## src/rtl/cordic_iter_ctrl_if.sv

```systemverilog
// Bundle of job-request, ALU-stage and result signals around the CORDIC sequencer.
// The controller takes the slave view; the surrounding system takes the master view.
interface cordic_iter_ctrl_if;
   logic        in_valid;
   logic        in_ready;
   logic        in_mode;
   logic [15:0] in_x;
   logic [15:0] in_y;
   logic [15:0] in_target;

   logic [15:0] alu_x_init;
   logic [15:0] alu_y_init;
   logic [15:0] alu_x_shift;
   logic [15:0] alu_y_shift;
   logic [15:0] alu_angle;
   logic [15:0] alu_delta_angle;
   logic [15:0] alu_target_angle;
   logic [3:0]  alu_select;
   logic [15:0] alu_x_out;
   logic [15:0] alu_y_out;
   logic [15:0] alu_angle_out;

   logic        out_valid;
   logic        out_ready;
   logic [15:0] x_res;
   logic [15:0] y_res;
   logic [15:0] z_res;

   modport slave (
      input  in_valid, in_mode, in_x, in_y, in_target,
      input  alu_x_out, alu_y_out, alu_angle_out, out_ready,
      output in_ready, alu_x_init, alu_y_init, alu_x_shift, alu_y_shift,
      output alu_angle, alu_delta_angle, alu_target_angle, alu_select,
      output out_valid, x_res, y_res, z_res
   );

   modport master (
      output in_valid, in_mode, in_x, in_y, in_target,
      output alu_x_out, alu_y_out, alu_angle_out, out_ready,
      input  in_ready, alu_x_init, alu_y_init, alu_x_shift, alu_y_shift,
      input  alu_angle, alu_delta_angle, alu_target_angle, alu_select,
      input  out_valid, x_res, y_res, z_res
   );
endinterface

```

## src/rtl/cordic_iter_ctrl.sv

```systemverilog
// Iterative CORDIC sequencer: feeds an external single-step x/y/angle stage for ITER
// micro-rotations per job and returns final x, y and the residual angle.
module cordic_iter_ctrl #(
   parameter int               WIDTH = 16,
   parameter int               ITER  = 16,
   parameter logic [WIDTH-1:0] BIAS  = 16'h4000
) (
   input logic              clk,
   input logic              rst_n,
   cordic_iter_ctrl_if.slave ctrl
);
   typedef enum logic [1:0] {IDLE, RUN, DONE} state_t;

   // atan(2^-i) in units of 2^16 per turn
   localparam logic [WIDTH-1:0] ATAN_LUT [16] = '{
      16'h2000, 16'h12E4, 16'h09FB, 16'h0511, 16'h028B, 16'h0146, 16'h00A3, 16'h0051,
      16'h0029, 16'h0014, 16'h000A, 16'h0005, 16'h0003, 16'h0001, 16'h0001, 16'h0000
   };
   localparam logic [3:0] LAST_ITER = 4'(ITER - 1);

   state_t           state_q, state_d;
   logic [WIDTH-1:0] x_q, x_d, y_q, y_d, angle_q, angle_d, target_q, target_d;
   logic [WIDTH-1:0] delta_q, delta_d;
   logic [WIDTH-1:0] xr_q, xr_d, yr_q, yr_d, zr_q, zr_d;
   logic             mode_q, mode_d;
   logic [3:0]       iter_q, iter_d;

   always_ff @(posedge clk or negedge rst_n) begin
      if (!rst_n) begin
         state_q  <= IDLE;
         x_q      <= '0;
         y_q      <= '0;
         angle_q  <= '0;
         target_q <= '0;
         delta_q  <= '0;
         xr_q     <= '0;
         yr_q     <= '0;
         zr_q     <= '0;
         mode_q   <= 1'b0;
         iter_q   <= '0;
      end else begin
         state_q  <= state_d;
         x_q      <= x_d;
         y_q      <= y_d;
         angle_q  <= angle_d;
         target_q <= target_d;
         delta_q  <= delta_d;
         xr_q     <= xr_d;
         yr_q     <= yr_d;
         zr_q     <= zr_d;
         mode_q   <= mode_d;
         iter_q   <= iter_d;
      end
   end

   always_comb begin
      state_d  = state_q;
      x_d      = x_q;
      y_d      = y_q;
      angle_d  = angle_q;
      target_d = target_q;
      delta_d  = delta_q;
      xr_d     = xr_q;
      yr_d     = yr_q;
      zr_d     = zr_q;
      mode_d   = mode_q;
      iter_d   = iter_q;
      case (state_q)
         IDLE: begin
            if (ctrl.in_valid) begin
               x_d      = ctrl.in_x;
               y_d      = ctrl.in_y;
               angle_d  = BIAS;
               target_d = ctrl.in_target + BIAS;
               mode_d   = ctrl.in_mode;
               iter_d   = '0;
               delta_d  = ATAN_LUT[0];
               state_d  = RUN;
            end
         end
         RUN: begin
            x_d     = ctrl.alu_x_out;
            y_d     = ctrl.alu_y_out;
            angle_d = ctrl.alu_angle_out;
            iter_d  = iter_q + 4'd1;
            if (iter_q == LAST_ITER) begin
               // Capture results from the final step so they stay stable in DONE
               xr_d    = ctrl.alu_x_out;
               yr_d    = ctrl.alu_y_out;
               zr_d    = ctrl.alu_angle_out - (mode_q ? BIAS : target_q);
               state_d = DONE;
            end else begin
               delta_d = ATAN_LUT[iter_q + 4'd1];
            end
         end
         DONE: begin
            if (ctrl.out_ready) state_d = IDLE;
         end
         default: state_d = IDLE;
      endcase
   end

   assign ctrl.in_ready         = (state_q == IDLE);
   assign ctrl.out_valid        = (state_q == DONE);
   assign ctrl.alu_x_init       = x_q;
   assign ctrl.alu_y_init       = y_q;
   assign ctrl.alu_x_shift      = WIDTH'($signed(x_q) >>> iter_q);
   assign ctrl.alu_y_shift      = WIDTH'($signed(y_q) >>> iter_q);
   assign ctrl.alu_angle        = angle_q;
   assign ctrl.alu_delta_angle  = delta_q;
   assign ctrl.alu_target_angle = target_q;
   assign ctrl.alu_select       = {mode_q, 3'b000};
   assign ctrl.x_res            = xr_q;
   assign ctrl.y_res            = yr_q;
   assign ctrl.z_res            = zr_q;
endmodule

```

## src/flat_wrapper.sv

```systemverilog
// flat-port wrapper written by rule: the top's interface ports become plain ports
module cordic_iter_ctrl_flat 
#(
   parameter int               WIDTH = 16,
   parameter int               ITER  = 16,
   parameter logic [WIDTH-1:0] BIAS  = 16'h4000
)
  (clk, rst_n, ctrl_in_valid, ctrl_in_mode, ctrl_in_x, ctrl_in_y, ctrl_in_target, ctrl_alu_x_out, ctrl_alu_y_out, ctrl_alu_angle_out, ctrl_out_ready, ctrl_in_ready, ctrl_alu_x_init, ctrl_alu_y_init, ctrl_alu_x_shift, ctrl_alu_y_shift, ctrl_alu_angle, ctrl_alu_delta_angle, ctrl_alu_target_angle, ctrl_alu_select, ctrl_out_valid, ctrl_x_res, ctrl_y_res, ctrl_z_res);
  cordic_iter_ctrl_if ctrl_i ();
  input logic clk;
  input logic rst_n;
  input wire logic [$bits(ctrl_i.in_valid)-1:0] ctrl_in_valid;
  input wire logic [$bits(ctrl_i.in_mode)-1:0] ctrl_in_mode;
  input wire logic [$bits(ctrl_i.in_x)-1:0] ctrl_in_x;
  input wire logic [$bits(ctrl_i.in_y)-1:0] ctrl_in_y;
  input wire logic [$bits(ctrl_i.in_target)-1:0] ctrl_in_target;
  input wire logic [$bits(ctrl_i.alu_x_out)-1:0] ctrl_alu_x_out;
  input wire logic [$bits(ctrl_i.alu_y_out)-1:0] ctrl_alu_y_out;
  input wire logic [$bits(ctrl_i.alu_angle_out)-1:0] ctrl_alu_angle_out;
  input wire logic [$bits(ctrl_i.out_ready)-1:0] ctrl_out_ready;
  output wire logic [$bits(ctrl_i.in_ready)-1:0] ctrl_in_ready;
  output wire logic [$bits(ctrl_i.alu_x_init)-1:0] ctrl_alu_x_init;
  output wire logic [$bits(ctrl_i.alu_y_init)-1:0] ctrl_alu_y_init;
  output wire logic [$bits(ctrl_i.alu_x_shift)-1:0] ctrl_alu_x_shift;
  output wire logic [$bits(ctrl_i.alu_y_shift)-1:0] ctrl_alu_y_shift;
  output wire logic [$bits(ctrl_i.alu_angle)-1:0] ctrl_alu_angle;
  output wire logic [$bits(ctrl_i.alu_delta_angle)-1:0] ctrl_alu_delta_angle;
  output wire logic [$bits(ctrl_i.alu_target_angle)-1:0] ctrl_alu_target_angle;
  output wire logic [$bits(ctrl_i.alu_select)-1:0] ctrl_alu_select;
  output wire logic [$bits(ctrl_i.out_valid)-1:0] ctrl_out_valid;
  output wire logic [$bits(ctrl_i.x_res)-1:0] ctrl_x_res;
  output wire logic [$bits(ctrl_i.y_res)-1:0] ctrl_y_res;
  output wire logic [$bits(ctrl_i.z_res)-1:0] ctrl_z_res;
  assign ctrl_i.in_valid = ctrl_in_valid;
  assign ctrl_i.in_mode = ctrl_in_mode;
  assign ctrl_i.in_x = ctrl_in_x;
  assign ctrl_i.in_y = ctrl_in_y;
  assign ctrl_i.in_target = ctrl_in_target;
  assign ctrl_i.alu_x_out = ctrl_alu_x_out;
  assign ctrl_i.alu_y_out = ctrl_alu_y_out;
  assign ctrl_i.alu_angle_out = ctrl_alu_angle_out;
  assign ctrl_i.out_ready = ctrl_out_ready;
  assign ctrl_in_ready = ctrl_i.in_ready;
  assign ctrl_alu_x_init = ctrl_i.alu_x_init;
  assign ctrl_alu_y_init = ctrl_i.alu_y_init;
  assign ctrl_alu_x_shift = ctrl_i.alu_x_shift;
  assign ctrl_alu_y_shift = ctrl_i.alu_y_shift;
  assign ctrl_alu_angle = ctrl_i.alu_angle;
  assign ctrl_alu_delta_angle = ctrl_i.alu_delta_angle;
  assign ctrl_alu_target_angle = ctrl_i.alu_target_angle;
  assign ctrl_alu_select = ctrl_i.alu_select;
  assign ctrl_out_valid = ctrl_i.out_valid;
  assign ctrl_x_res = ctrl_i.x_res;
  assign ctrl_y_res = ctrl_i.y_res;
  assign ctrl_z_res = ctrl_i.z_res;
  cordic_iter_ctrl #(.WIDTH(WIDTH), .ITER(ITER), .BIAS(BIAS)) u_core (.clk(clk), .rst_n(rst_n), .ctrl(ctrl_i));
endmodule
```

## config.mk

```make
export PLATFORM = sky130hd
export DESIGN_NAME = cordic_iter_ctrl_flat
export DESIGN_NICKNAME = d
export VERILOG_FILES = /design/src/rtl/cordic_iter_ctrl_if.sv /design/src/rtl/cordic_iter_ctrl.sv /design/src/flat_wrapper.sv
export SDC_FILE = /design/constraint.sdc
export NUM_CORES = 1
export LEC_CHECK = 0
export CAP_MARGIN = 30
export CORE_MARGIN = 8
export CORE_UTILIZATION = 51
export CTS_BUF_LIST = sky130_fd_sc_hd__clkbuf_8
export DETAILED_ROUTE_END_ITERATION = 8
export PLACE_DENSITY = 0.95
export SLEW_MARGIN = 20
export SYNTH_ARGS = -nofsm -noshare
export SYNTH_HDL_FRONTEND = slang
export SYNTH_SLANG_ARGS = --single-unit
```

## constraint.sdc

```tcl
create_clock -name clk -period 5.15 [get_ports clk]
set_clock_uncertainty 0.2 [all_clocks]
set_input_delay 1.03 -clock clk [delete_from_list [all_inputs] [get_ports clk]]
set_output_delay 1.03 -clock clk [all_outputs]
set_load 0.01 [all_outputs]
```

---- Word level (Yosys, flattened, before mapping) ----
Memory sizes are Yosys's and may differ from the RTL's.
Cells that the tools add are included.
operators by class
  $add $sub $neg .......................... 3
  $mul .................................... 0
  div/mod/pow operators ................... 0
  magnitude comparators ................... 1
  eq/ne operators ......................... 7
  shift-type cells ........................ 2
  mux-type cells .......................... 18
  bitwise logic cells ..................... 1
  reductions and logical operators ........ 7
operators with widths
  operator                  number
  $mux W16                  8
  $pmux W16 S2              4
  $sshr A16 B4 Y16          2
  $add A16 B15 Y16 const B  1
  $sub A16 B16 Y16          1
  $pmux W4 S2               1
  $mux W2                   3
  $ne A2 B2 Y1 const B      3
  $pmux W2 S3               1
  $reduce_and A2 Y1         3
  $reduce_and A3 Y1         2
  $ge A5 B5 Y1 const B      1
  $not A4 Y5                1
  $add A4 B1 Y4 const B     1
  $eq A4 B4 Y1 const B      1
  $mux W4                   1
  $eq A2 B1 Y1 const B      1
  $eq A2 B2 Y1 const B      1
  $logic_not A2 Y1          1
  $ne A2 B1 Y1 const B      1
  $reduce_bool A2 Y1        1
storage, ports and cells
  bits in registers ....................... 135
  latch bits .............................. 0
  bits in writable memories ............... 0
  memory bits (read-only) ................. 256
  input bits .............................. 101
  memories ................................ 1
memory list
  memory            depth  width  read ports  clocked after memory_dff  write ports  line                    source
  (name not given)  16     16     1           0                         0            cordic_iter_ctrl.sv:93  delta_d = ATAN_LUT[iter_q + 4'd1];

---- Depth between registers and ports, before layout ----
Gate-level depths: netlist of the first run.
  word-level depth ........................ 7
  mapped depth ............................ 10

---- Worst setup path before layout of the first run ----
Ideal clock, no wire load.
  kind .................................... input port to flip-flop
  start ................................... input ctrl_alu_angle_out[0]
  end ..................................... register u_core.zr_q[14], in the netlist u_core.ctrl.z_res[14]
  arrival time ............................ 2.570 ns
  path slack .............................. 2.243 ns
  cell stages on the path ................. 9
  buffers on the path ..................... 0
  cell sequence ........................... inv_1 > ha_1 > fa_1 > nor2b_1 > o31ai_1 > a211oi_2 > o21ai_1 > a311oi_1 > o211ai_1
on the way
  longest elaborated chain between the ends .. 1
RTL lines
  item                  line                    source
  start, declared       flat_wrapper.sv:19      input wire logic [$bits(ctrl_i.alu_angle_out)-1:0] ctrl_alu_angle_out;
  $sub A16 B16 Y16      cordic_iter_ctrl.sv:90  zr_d = ctrl.alu_angle_out - (mode_q ? BIAS : target_q);
  end signal, assigned  cordic_iter_ctrl.sv:50  zr_q <= zr_d;
  end, declared         cordic_iter_ctrl.sv:24  logic [WIDTH-1:0] xr_q, xr_d, yr_q, yr_d, zr_q, zr_d;
Every way passes these cells.
A chain may end at the register's enable or synchronous reset.

---- Worst setup path in the final report of the first run ----
  start ................................... register u_core.iter_q[1]
  end ..................................... output ctrl_alu_x_shift[2]
on the way
  longest elaborated chain between the ends .. 1
RTL lines
  item                    line                     source
  start, declared         cordic_iter_ctrl.sv:26   logic [3:0] iter_q, iter_d;
  start signal, assigned  cordic_iter_ctrl.sv:52   iter_q <= iter_d;
  $sshr A16 B4 Y16        cordic_iter_ctrl.sv:107  assign ctrl.alu_x_shift = WIDTH'($signed(x_q) >>> iter_q);
  end, declared           flat_wrapper.sv:24       output wire logic [$bits(ctrl_i.alu_x_shift)-1:0] ctrl_alu_x_shift;
Every way passes these cells.

==> run metrics, run 1 <==
status=finished, final reports clean; RSZ-0062 raised after global routing=no; Yosys reg bits=133; WL final=25400 um; placed inst area=10300 um^2; drt via density=5.67; Crit path required time=3.92 ns; CTS tree=built; crit path kind=reg2out; Power Total=7.97 mW; Clock transition at path regs=0.07 ns; Synth Warn #=0; CTS sink count=133; Vias=7242; Die Span X=139 um; power share of the combinational group=62.0%; share of the yosys chip area belonging to registers=43.1%; Async SR Flop Fraction=100%; Layout Nets=1202; crit path max fanout=35; post-CTS setup buffer count=0; Clock Power Share=11.6%; fin. max-slew vios=0; crit path time final=4.30 ns; Post-DP HPWL=19000 um; Hold Crit Start=u_core.ctrl.z_res[10]; hold path cells=2; die area=19300 um^2; largest net degree at the start of global routing=96; Mean Syn Cell Area=9.11 um^2; GRT overflow=0; clk buf depth=2; row cnt=45; IO buf count=261; Reg-to-Reg Start=u_core.iter_q[1]; Hold WC Path Type=reg2reg; Post-synth EDFFs=0; I/O Pins=267; Post-CTS Hold Buffers=0; Hold EP=u_core.ctrl.z_res[10]; Num CTS Buffers=17; overall routing resource usage=26.1%; vias in the first global route=7515; crit path DAT=3.07 ns; initial drt markers=550; H-tree levels=4; CTS Root Cell=clkbuf_8; Worst Reg-to-Reg Cells=7; antenna violations before repair=0; Sequential Power Share=26.4%; sw power=3.35 mW; core area=15000 um^2; Peak VDD IR=0.348 mV; endpoints failing setup=0; period utilization=83.4%; origin of the worst setup path=u_core.iter_q[1]; gate count of the mapped netlist=848; drc violations=0; initial core utilization=51.6%; R2R Setup Slk=2.07 ns; CP Launch Type=flip-flop; r2r endpoint=u_core.ctrl.z_res[14]; most common cell after layout, fill and taps aside=clkdlybuf4s50_1; remaining antenna violation count=0; most frequent cells in the layout=clkdlybuf4s50_1 (260), nand2_1 (237), dfrtp_1 (132); kind of end point of the critical path=primary output; Yosys cell types=50; pwr dens=739 nW/um^2; share of cells above drive strength 1=7.81%; placer congestion estimate=0.934; P&R area growth vs syn=39.6%; design area=10800 um^2; Synth Cell Area=7730 um^2; average routed wire per standard cell=19.9 um; Hold Vio Cnt, Final=0; Worst Tran Pin Value=0.854 ns; Pleak=4.89 nW; achievable clock frequency=0.233 GHz; first-pass GRT wire length=40300 um; Pint=4.62 mW; Rel. slew slack=42.9%; dominant synthesized flop cell=dfrtp_1; Fin Setup TNS=0 ns; max_cap viols=0; sw frac=42.0%; ant diodes=0; post-CTS sizing=0; 1st-pass router iterations=5; Die H=139 um; clock latency on the worst-skew pair=0.44 ns
## area by class of cell
class / instances / area [um^2]
fill: 1037 / 4190
multi-input combinational: 644 / 4070
sequential: 133 / 3330
timing repair buffer: 270 / 2700
clock buffer: 18 / 248
tap: 188 / 235
clock inverter: 13 / 166
inverter: 11 / 41.3
## how the worst max path moves through the flow
stage                                       end  slack, ns  depth (start not counted)
final                       ctrl_alu_x_shift[2]       0.85                          6
after detailed placement    ctrl_alu_y_shift[4]       1.28                          3
after CTS                   ctrl_alu_y_shift[4]       0.80                          3
after global routing        ctrl_alu_x_shift[2]       0.72                          6
after floorplan           u_core.ctrl.z_res[14]       2.24                          9
after global placement      ctrl_alu_x_shift[4]       1.33                          3
## critical path: stages (launching register included)
cell and delay (ns):
dfrtp_1 0.43, buf_4 0.42, inv_1 0.39, a211oi_1 0.29, a21oi_1 0.10, mux4_2 0.50, clkdlybuf4s50_1 0.50
## registers in the layout, summed over array words and instances, names as in the netlist, 2 cells and up
register                      count
u_core.ctrl.alu_y_init           16
u_core.iter_q                     4
u_core.ctrl.alu_angle            16
u_core.ctrl.z_res                16
u_core.ctrl.alu_target_angle     16
u_core.state_q                    2
u_core.ctrl.y_res                16
u_core.ctrl.alu_delta_angle      14
u_core.ctrl.x_res                16
u_core.ctrl.alu_x_init           16
## power by group through the flow
stage	registers [mW]	clock network (mW)	logic (mW)
2_1_floorplan	2.13	0	2.55
3_3_place_gp	2.12	0	4.68
3_5_place_dp	2.17	0	4.81
4_1_cts	2.16	0.936	4.85
5_1_grt	2.17	0.978	5.32
6_report	2.10	0.921	4.94
## stage by stage
stage	setup WS (ns)	hold WS, ns	cells	utilization (%)
after floorplan	2.24	0.304	852	-
after global routing	0.721	0.296	1277	72.0
after global placement	1.33	0.252	1243	69.0
after CTS	0.802	0.277	1274	71.7
final	0.854	0.271	1277	72.0
after detailed placement	1.28	0.259	1243	69.0
## synthesized netlist by cell type (10+ instances only)
cell	n	area [um^2]
buf_4	13	97.6
clkbuf_1	24	90.1
buf_2	19	95.1
a21oi_1	29	145
inv_1	10	37.5
nand2_1	238	893
mux4_2	19	428
nand2b_1	19	119
mux2i_1	54	541
a22o_1	18	158
nor2_1	41	154
o21ai_0	76	380
o21ai_1	20	100
dfrtp_1	133	3330
ha_1	23	288
## layer usage
layer / routed length, um / vias up / share of wire (%) / track usage (%)
met5: 0 / - / 0 / 0
met4: 1090 / 0 / 4.3 / 12.9
met3: 1910 / 81 / 7.5 / 6.99
met2: 12600 / 366 / 50 / 43.5
met1: 9820 / 3443 / 39 / 30.6
li1: - / 3352 / - / -
## cell families (layout without fill, tap and decap cells)
family,count (synthesis),in the layout,share of synthesized area (%)
and+or+nand+nor,341,341,18.4
xor gates and xnor gates,15,15,1.80
DFF,133,133,43.1
buffers and inverters,75,312,4.87
other,1,5,0.0485
muxes,83,83,14.2
adders and majority gates,24,24,3.98
AOI/OAI and AO/OA,176,176,13.6
Power figures use the tool's default switching activity.
==> run 2: changes to the inputs <==
Settings changed: CORE_UTILIZATION 51 to 47, PLACE_DENSITY 0.95 to 0.89.
Clock period 5.15 ns to 4.4 ns, I/O delays scaled along.
==> run 2 against run 1 <==
Count of clock-buffer cells in the layout unchanged. Highest routed layer unchanged. Worst hold slack lost 0.0028 ns. Worst setup slack got worse by 0.47 ns. Cell count is 2.8% higher. Final area increased by 0.99%. Critical endpoint is now ctrl_alu_y_shift[2]. Non-clock buffer count grew 3. Power up 18%.
==> run metrics, run 2 (synthesized netlist as in run 1, its figures left out) <==
overall routing resource usage=24.0% (-2.1 points); initial drt markers=487 (-11%); CTS tree=built; Power Total=9.39 mW (+18%); GRT overflow=0 (unchanged); status=finished, final reports clean; endpoints failing setup=0 (unchanged); share of cells above drive strength 1=8.42% (+0.61 points); remaining antenna violation count=0 (unchanged); WL final=24900 um (-2.0%); fin. max-slew vios=0 (unchanged); crit path max fanout=24 (-31%); Die Span X=144 um (+3.7%); kind of end point of the critical path=primary output; CTS Root Cell=clkbuf_8; achievable clock frequency=0.249 GHz; Peak VDD IR=0.424 mV (+22%); most frequent cells in the layout=clkdlybuf4s50_1 (260), nand2_1 (237), dfrtp_1 (132); Pleak=4.91 nW (+0.40%); Register Area=3330 um^2 (unchanged); I/O Pins=267 (unchanged); IO buf count=261 (unchanged); largest net degree at the start of global routing=86 (-10%); post-CTS sizing=0 (unchanged); H-tree levels=4 (unchanged); Hold Vio Cnt, Final=0 (unchanged); 1st-pass router iterations=6 (+1); Num CTS Buffers=17 (unchanged); Die H=144 um (+3.7%); crit path kind=reg2out; Clock transition at path regs=0.08 ns (about the same); placer congestion estimate=0.874 (-6.4%); initial core utilization=47.3% (-4.3 points); crit path DAT=2.93 ns (-0.14 ns); vias in the first global route=7135 (-5.1%); drc violations=0 (unchanged); average routed wire per standard cell=19.0 um (-4.6%); max_cap viols=0 (unchanged); row cnt=47 (+4.4%); die area=20800 um^2 (+7.5%); CTS sink count=133 (unchanged); Worst Tran Pin Value=0.835 ns (-0.0190 ns); ant diodes=0 (unchanged); P&R area growth vs syn=40.9%; clk buf depth=2 (unchanged); core area=16300 um^2 (+9.2%); Crit path required time=3.32 ns (-0.60 ns); CP Launch Type=flip-flop; most common cell after layout, fill and taps aside=clkdlybuf4s50_1; Fin Setup TNS=0 ns (unchanged); pwr dens=863 nW/um^2 (+17%); Vias=7116 (-1.7%); Post-DP HPWL=18900 um (-0.62%); drt via density=5.42 (-4.4%); Hold Slack=0.268 ns (-0.00277 ns); Hold WC Path Type=reg2reg; post-CTS setup buffer count=0 (unchanged); antenna violations before repair=0 (unchanged); crit path time final=4.01 ns; clock latency on the worst-skew pair=0.43 ns (about the same); fillcell total=1314 (+27%); Util after Layout=66.6% (-5.4 points); multi-input logic area=4060 um^2 (-0.12%); Layout Nets=1205 (+0.25%); first-pass GRT wire length=38500 um (-4.4%); RSZ-0062 raised after global routing=no; Rel. slew slack=44.2% (+1.3 points); Post-CTS Hold Buffers=0 (unchanged); period utilization=91.2%
==> run 2: cell count changes in the layout (fill, tap and decap cells not counted), sizes merged <==
| cell | change |
|---|---|
| inv | +1 |
| clkinv | -2 |
| clkinvlp | +1 |
| bufinv | +1 |
| buf | +3 |
==> run 2: critical path, stage by stage (launching register included) <==
cell,delay [ns]
dfrtp_2,0.76
buf_4,0.32
nor2b_1,0.07
a211oi_1,0.23
a21oi_1,0.11
mux4_2,0.51
clkdlybuf4s50_1,0.50
==> run 2: power by group <==
part	total [mW]	internal (mW)	switching [mW]	leakage, nW
clock	1.21	0.697	0.512	0.227
combinational	5.69	2.97	2.73	3.08
sequential	2.49	1.81	0.678	1.60
total	9.39	5.48	3.92	4.91
==> run 2: layer usage <==
layer / vias up / global-route usage, % / share of wire, %
li1: 3349 / - / -
met1: 3453 / 29.6 / 41
met5: - / 0 / 0
met2: 264 / 39.7 / 49
met4: 0 / 10.4 / 3.7
met3: 50 / 5.22 / 6.7
==> run 2: stage by stage <==
step / cell area [um^2] / cells / setup WS (ns)
detailed placement: 10400 / 1280 / 0.864
global placement: 10400 / 1280 / 0.951
floorplan: 7740 / 852 / 1.64
CTS: 10900 / 1312 / 0.374
finish: 10900 / 1313 / 0.386
global route: 10900 / 1313 / 0.176
==> run 2: final timing paths <==
check	endpoint	start	slack, ns	cells after the start
min reg2reg	u_core.ctrl.z_res[10]	u_core.ctrl.z_res[10]	0.27	2
min in group asynchronous	u_core.ctrl.x_res[2]	rst_n	0.29	1
max in group asynchronous	u_core.iter_q[0]	rst_n	2.81	2
max reg2reg	u_core.ctrl.z_res[14]	u_core.iter_q[0]	1.12	7
min	u_core.ctrl.z_res[10]	u_core.ctrl.z_res[10]	0.27	2
max	ctrl_alu_y_shift[2]	u_core.iter_q[0]	0.39	6
==> run 2: cell type report <==
cell class,count,share of cell area [%]
Clock inverter,14,2.03
Timing Repair Buffer,273,24.9
Inverter,11,0.379
Sequential cell,133,30.6
Multi-Input combinational cell,644,37.3
Clock buffer,18,2.28
Tap cell,220,2.53
